[config.mk]
export PLATFORM = sky130hd
export DESIGN_NAME = cache_axi_bridge
export DESIGN_NICKNAME = d
export VERILOG_FILES = /design/src/rtl/cache_axi_bridge.sv
export SDC_FILE = /design/constraint.sdc
export NUM_CORES = 1
export LEC_CHECK = 0
export BUFFER_PORTS_ARGS = -buffer_cell sky130_fd_sc_hd__buf_2
export CAP_MARGIN = 20
export CORE_UTILIZATION = 35
export DETAILED_ROUTE_END_ITERATION = 6
export PLACE_DENSITY = 0.7
export SLEW_MARGIN = 15
export SYNTH_ARGS = -nofsm -noshare
export SYNTH_HDL_FRONTEND = slang
export SYNTH_SLANG_ARGS = --single-unit
export TNS_END_PERCENT = 50
[constraint.sdc]
create_clock -name clk -period 1.7 [get_ports clk]
set_input_delay 0.17 -clock clk [delete_from_list [all_inputs] [get_ports clk]]
set_output_delay 0.17 -clock clk [all_outputs]
set_load 0.005 [all_outputs]
[src/rtl/cache_axi_bridge.sv]
// cache_axi_bridge: turns the cache miss-handling request ports into AXI4
// master transactions on a 32-bit bus. Reads and writes each run in their own
// engine with one transaction outstanding. A read to a line that has a write
// in flight, or that is being accepted this cycle, is held off.
//
// Ports
//   clk, resetn                 clock, synchronous active-low reset
//   rd_req/rd_type/rd_addr      cache read request        -> rd_rdy
//   ret_valid/ret_last/ret_data returned read words (combinational from R)
//   wr_req/wr_type/wr_addr      cache write request       -> wr_rdy
//   wr_wstrb/wr_data            write byte mask / line data
//   ar*/r*                      AXI4 read address and read data channels
//   aw*/w*/b*                   AXI4 write address, write data, response
module cache_axi_bridge #(
  parameter logic [3:0] RD_ID = 4'd0,
  parameter logic [3:0] WR_ID = 4'd1
) (
  input  logic         clk,
  input  logic         resetn,
  // cache read side
  input  logic         rd_req,
  input  logic [2:0]   rd_type,
  input  logic [31:0]  rd_addr,
  output logic         rd_rdy,
  output logic         ret_valid,
  output logic         ret_last,
  output logic [31:0]  ret_data,
  // cache write side
  input  logic         wr_req,
  input  logic [2:0]   wr_type,
  input  logic [31:0]  wr_addr,
  input  logic [3:0]   wr_wstrb,
  input  logic [127:0] wr_data,
  output logic         wr_rdy,
  // AXI AR
  output logic [3:0]   arid,
  output logic [31:0]  araddr,
  output logic [7:0]   arlen,
  output logic [2:0]   arsize,
  output logic [1:0]   arburst,
  output logic         arvalid,
  input  logic         arready,
  // AXI R
  input  logic [3:0]   rid,
  input  logic [31:0]  rdata,
  input  logic [1:0]   rresp,
  input  logic         rlast,
  input  logic         rvalid,
  output logic         rready,
  // AXI AW
  output logic [3:0]   awid,
  output logic [31:0]  awaddr,
  output logic [7:0]   awlen,
  output logic [2:0]   awsize,
  output logic [1:0]   awburst,
  output logic         awvalid,
  input  logic         awready,
  // AXI W
  output logic [31:0]  wdata,
  output logic [3:0]   wstrb,
  output logic         wlast,
  output logic         wvalid,
  input  logic         wready,
  // AXI B
  input  logic [3:0]   bid,
  input  logic [1:0]   bresp,
  input  logic         bvalid,
  output logic         bready
);

  localparam logic [2:0] TYPE_LINE  = 3'b100;
  localparam logic [7:0] LEN_LINE   = 8'd3;
  localparam logic [7:0] LEN_SINGLE = 8'd0;
  localparam logic [2:0] SIZE_WORD  = 3'd2;
  localparam logic [1:0] BURST_INCR = 2'b01;

  typedef enum logic [1:0] {R_IDLE, R_AR, R_DATA} rd_state_t;
  typedef enum logic [1:0] {W_IDLE, W_AW, W_DATA, W_RESP} wr_state_t;

  rd_state_t      r_rd_state;
  rd_state_t      w_rd_state_nxt;
  logic [31:0]    r_rd_addr;
  logic [2:0]     r_rd_type;

  wr_state_t      r_wr_state;
  wr_state_t      w_wr_state_nxt;
  logic [31:0]    r_wr_addr;
  logic [2:0]     r_wr_type;
  logic [3:0]     r_wr_wstrb;
  logic [127:0]   r_wr_data;
  logic [1:0]     r_beat;

  logic           w_wr_accept;
  logic           w_hazard;
  logic           w_rd_accept;
  logic           w_rd_line;
  logic           w_wr_line;
  logic           w_unused;

  // Response IDs and codes carry no information for a single-ID master.
  assign w_unused = ^{rid, rresp, bid, bresp};

  assign w_wr_accept = wr_req & (r_wr_state == W_IDLE);

  // Same-line RAW block: compare the read line against an in-flight write or
  // against a write being accepted in this very cycle.
  assign w_hazard = ((r_wr_state != W_IDLE) && (r_wr_addr[31:4] == rd_addr[31:4])) ||
                    (w_wr_accept && (wr_addr[31:4] == rd_addr[31:4]));

  assign w_rd_accept = rd_req & (r_rd_state == R_IDLE) & ~w_hazard;

  // ---------------- read engine ----------------

  // Read state register
  always_ff @(posedge clk) begin
    if (!resetn) r_rd_state <= R_IDLE;
    else         r_rd_state <= w_rd_state_nxt;
  end

  // Read next state and handshake outputs
  always_comb begin
    w_rd_state_nxt = r_rd_state;
    rd_rdy         = 1'b0;
    arvalid        = 1'b0;
    rready         = 1'b0;
    case (r_rd_state)
      R_IDLE: begin
        rd_rdy = ~w_hazard;
        if (w_rd_accept) w_rd_state_nxt = R_AR;
      end
      R_AR: begin
        arvalid = 1'b1;
        if (arready) w_rd_state_nxt = R_DATA;
      end
      R_DATA: begin
        rready = 1'b1;
        if (rvalid && rlast) w_rd_state_nxt = R_IDLE;
      end
      default: w_rd_state_nxt = R_IDLE;
    endcase
  end

  // Read request capture
  always_ff @(posedge clk) begin
    if (!resetn) begin
      r_rd_addr <= 32'd0;
      r_rd_type <= 3'd0;
    end else if (w_rd_accept) begin
      r_rd_addr <= rd_addr;
      r_rd_type <= rd_type;
    end
  end

  assign w_rd_line = (r_rd_type == TYPE_LINE);
  assign arid      = RD_ID;
  assign araddr    = r_rd_addr;
  assign arlen     = w_rd_line ? LEN_LINE : LEN_SINGLE;
  assign arsize    = w_rd_line ? SIZE_WORD : {1'b0, r_rd_type[1:0]};
  assign arburst   = BURST_INCR;

  // Returned data passes straight through; the cache never stalls it.
  assign ret_valid = rready & rvalid;
  assign ret_last  = rready & rvalid & rlast;
  assign ret_data  = rdata;

  // ---------------- write engine ----------------

  // Write state register
  always_ff @(posedge clk) begin
    if (!resetn) r_wr_state <= W_IDLE;
    else         r_wr_state <= w_wr_state_nxt;
  end

  // Write next state and handshake outputs
  always_comb begin
    w_wr_state_nxt = r_wr_state;
    wr_rdy         = 1'b0;
    awvalid        = 1'b0;
    wvalid         = 1'b0;
    wlast          = 1'b0;
    bready         = 1'b0;
    case (r_wr_state)
      W_IDLE: begin
        wr_rdy = 1'b1;
        if (wr_req) w_wr_state_nxt = W_AW;
      end
      W_AW: begin
        awvalid = 1'b1;
        if (awready) w_wr_state_nxt = W_DATA;
      end
      W_DATA: begin
        wvalid = 1'b1;
        wlast  = (r_beat == awlen[1:0]);
        if (wready && wlast) w_wr_state_nxt = W_RESP;
      end
      W_RESP: begin
        bready = 1'b1;
        if (bvalid) w_wr_state_nxt = W_IDLE;
      end
      default: w_wr_state_nxt = W_IDLE;
    endcase
  end

  // Write request capture and beat counter
  always_ff @(posedge clk) begin
    if (!resetn) begin
      r_wr_addr  <= 32'd0;
      r_wr_type  <= 3'd0;
      r_wr_wstrb <= 4'd0;
      r_wr_data  <= 128'd0;
      r_beat     <= 2'd0;
    end else if (w_wr_accept) begin
      r_wr_addr  <= wr_addr;
      r_wr_type  <= wr_type;
      r_wr_wstrb <= wr_wstrb;
      r_wr_data  <= wr_data;
      r_beat     <= 2'd0;
    end else if (wvalid && wready) begin
      r_beat     <= r_beat + 2'd1;
    end
  end

  assign w_wr_line = (r_wr_type == TYPE_LINE);
  assign awid      = WR_ID;
  assign awaddr    = r_wr_addr;
  assign awlen     = w_wr_line ? LEN_LINE : LEN_SINGLE;
  assign awsize    = w_wr_line ? SIZE_WORD : {1'b0, r_wr_type[1:0]};
  assign awburst   = BURST_INCR;
  assign wdata     = r_wr_data[{r_beat, 5'd0} +: 32];
  assign wstrb     = w_wr_line ? 4'hF : r_wr_wstrb;

endmodule

==> results by group <==
Status
  – Outcome: complete, but fails checks
  – Failing checks: hold timing, setup timing

Layout
  – Filler cells: 2,346
  – Commonest non-fill, non-tap cells in the layout: nand2_1 (412), buf_2 (313), dfxtp_1 (201)
  – Commonest non-fill, non-tap cell in the layout: nand2_1
  – Final Non-Filler Cells: 2,019
  – Register area: 4180 µm²
  – Area Growth Syn to Fin: 52.8%
  – Fraction of layout cells with a size suffix above 1: between 30% and 40%
  – Multi-input logic area: 4990 µm²
  – Layout Nets: about 1,900

Timing
  – Worst Setup Slack, final: -0.533 ns
  – Max-slew headroom: 65.1%
  – Hold_ws: -0.0128 ns
  – RSZ-0062 raised after global routing: yes
  – Crit path time final: 2.23 ns
  – Max-slew violation count: 0
  – Final Hold Vio Count: 1
  – Final Cycle Share: 131%
  – Finish-stage setup viols: 70
  – Least-Margin Pin Slew: ~0.52 ns
  – F_max: 448 MHz
  – Clock Skew: 0.00929 ns
  – TNS Setup: -20.26 ns

Power and ir drop
  – Power per standard cell area: ~1100 nW/µm²
  – Cell Int Power: 11.4 mW
  – Switching Power: 5.39 mW
  – Clock share of power: 30.1%
  – Pleak: 6.56 nW
  – Sequential share of power: 36.8%
  – Total power: 16.8 mW
  – Comb power frac: about 33%
  – Switching share of power: 32.0%
  – VDD IR-drop max: about 0.72 mV

Placement
  – Placed Cells: around 1,800
  – DP HPWL: roughly 21,000 µm
  – RD Place Congestion: ~1.0
  – Port Buffers: approximately 330

Setup path
  – R2R cell count: 8
  – Cell Chain, Critical Path: xor2_2, nor4_2, nand4_1, nor4_2, buf_4, nor4_2, buf_2
  – CP startpoint: awaddr[26]
  – R2R Path End: araddr[2]
  – Crit path required time: 1.53 ns
  – CP Class: reg2out
  – FF-to-FF Start: awaddr[17]
  – Crit-path max FO: 2
  – Data arrival, critical path: 2.06 ns
  – Worst Setup EP: rd_rdy
  – Most Frequent Cell on Critical Path: nor4_2
  – CP Launch Type: flop
  – Slowest-stage cell, CP: dfxtp_2
  – Critical Path End Type: output port
  – Setup slack, reg-to-reg: -0.36 ns
  – CP peak stage delay: 0.33 ns

Drt
  – Routed WL per cell: 16.7 µm
  – Detail Route Antenna Nets: 0
  – Residual DRC: 0
  – Drt first pass iters: 4
  – Vias/cell: ~4.8
  – Iteration-0 DRC count of the detailed router: about 510
  – Vias: 9,717
  – Final WL: roughly 34,000 µm

Worst hold path
  – Tightest Hold Check Type: in2reg
  – Hold path depth: 3

Synth
  – Post-synth EDFFs: 0
  – Async SR Flop Fraction: 0%
  – Seq cells post-synth: 208
  – Synth warn: 0
  – Most common flop cell mapped by yosys: dfxtp_1
  – Post-synthesis sequential area ratio: between 40% and 50%
  – Mapped Cells: 1,118
  – Post-Syn Area: 9800 µm²
  – Syn avg cell area: just under 9 µm²
  – Netlist cell types: 33

Floorplanning
  – Starting Density: 36.0%
  – Chip Width: 169 µm
  – Core Region: 27,200 µm²
  – # IOs: 432
  – Die span in y: between 150 and 200 µm
  – Die area: 28,700 µm²
  – # rows: 60

Clock tree
  – Worst-Skew Late Latency: roughly 0.52 ns
  – CTS tree: yes
  – H-tree depth: 1
  – Clock Path Buffers: 3
  – Clk sinks: 208
  – Reg clk slew, reported paths: ~0.060 ns
  – CTS Root Cell: clkbuf_16
  – CTS Buf Count: 24

Global routing
  – Initial antenna violation count: 1
  – Global-route wire length before repair: 51,400 µm
  – Remaining Overflow, GRT: 0
  – Vias in the first global route: 9,848
  – All-layer global routing usage: 22.6%
  – Largest net degree at the start of global routing: roughly 110

Run
  – Max Cap Viol: 0
## power groups by stage
stage                     Clock (mW)  Combinational [mW]  Sequential [mW]
final                           5.07                5.56             6.20
after global routing            5.36                6.07             6.28
after CTS                       5.19                5.39             6.17
after detailed placement           0                4.84             6.25
after global placement             0                4.76             6.21
after floorplan                    0                2.75             6.18
## logic make-up (layout without fill, tap and decap cells)
kind of cell               Yosys count  count (layout)  synth area share (%)
AOI/OAI and AO/OA                  173             173                  13.3
and+or+nand+nor                    458             458                  18.6
muxes                               69              69                  11.1
adders and majority gates            5               5                 0.639
xor gates and xnor gates            58              58                  5.19
DFF                                208             208                  42.5
buffers and inverters              145             649                  8.54
other                                2              27                0.0767
## how the worst min path moves through the flow
stage                  from        endpoint  slack (ns)
2_1_floorplan    rd_type[2]    r_rd_type[2]        0.31
3_3_place_gp      rdata[14]    ret_data[14]        0.34
3_5_place_dp      rdata[14]    ret_data[14]        0.34
4_1_cts        wr_data[127]  r_wr_data[127]        0.01
5_1_grt        wr_data[127]  r_wr_data[127]       0.009
6_report       wr_data[127]  r_wr_data[127]       -0.01
## synthesized netlist by cell type (6+ instances only)
master	number	area, µm²
xnor2_1	22	193
mux2i_1	37	370
clkbuf_1	70	263
or2_2	6	37.5
dfxtp_1	208	4160
a21boi_0	168	1260
nand4_1	8	50.1
mux4_2	32	721
nand2_1	413	1550
nor2_1	7	26.3
buf_4	62	465
nor4_1	9	56.3
xor2_1	36	315
## per-layer routing
layer | wire [µm] | track usage, % | vias up | part of all wire [%]
li1 | - | - | 4607 | -
met5 | 0 | 0 | - | 0
met3 | 2140 | 4.43 | 96 | 6.4
met1 | 13000 | 24.6 | 4620 | 38
met4 | 1540 | 9.99 | 0 | 4.6
met2 | 17100 | 42.2 | 394 | 51
## flip-flops by register name (all words and copies together), names as in the netlist
register and flops:
awaddr 32, r_rd_type 3, r_beat 2, r_rd_state 2, araddr 32, r_wr_data 128
r_wr_wstrb 4, r_wr_state 2, r_wr_type 3
## area by class of cell
cell class | count | share of cell area [%]
antenna | 1 | 0.0167
clock buffer | 37 | 4.74
clock inverter | 6 | 0.443
inverter | 5 | 0.125
multi-input combinational | 789 | 33.4
sequential | 208 | 27.9
tap | 372 | 3.11
timing repair buffer | 601 | 30.3
## worst max-delay path, delay by kind of cell, from the launching register on
kind | cells | cell delay (ns)
XOR/XNOR | 1 | 0.15
buffers and inverters | 2 | 0.31
flip-flops | 1 | 0.33
AND/OR/NAND/NOR | 4 | 0.76
## repair_timing
item | 4_1_cts | 5_1_grt
setup buffers | 5 | 2
pin swaps | 6 | 6
setup endpoints to repair | 76 | 117
endpoints found under the hold margin | 193 | 0
resized for setup | 26 | 54
hold buffers | 195 | 0
gates cloned | 4 | 0
## through the flow
step | area (µm²) | setup WS [ns] | utilization (%)
floorplan | 9900 | -0.0385 | -
global placement | 11900 | -0.308 | 43.8
detailed placement | 11900 | -0.328 | 43.8
CTS | 14900 | -0.604 | 54.8
global route | 15000 | -0.670 | 55.1
finish | 15000 | -0.533 | 55.1
(Power assumes the default switching activity.)
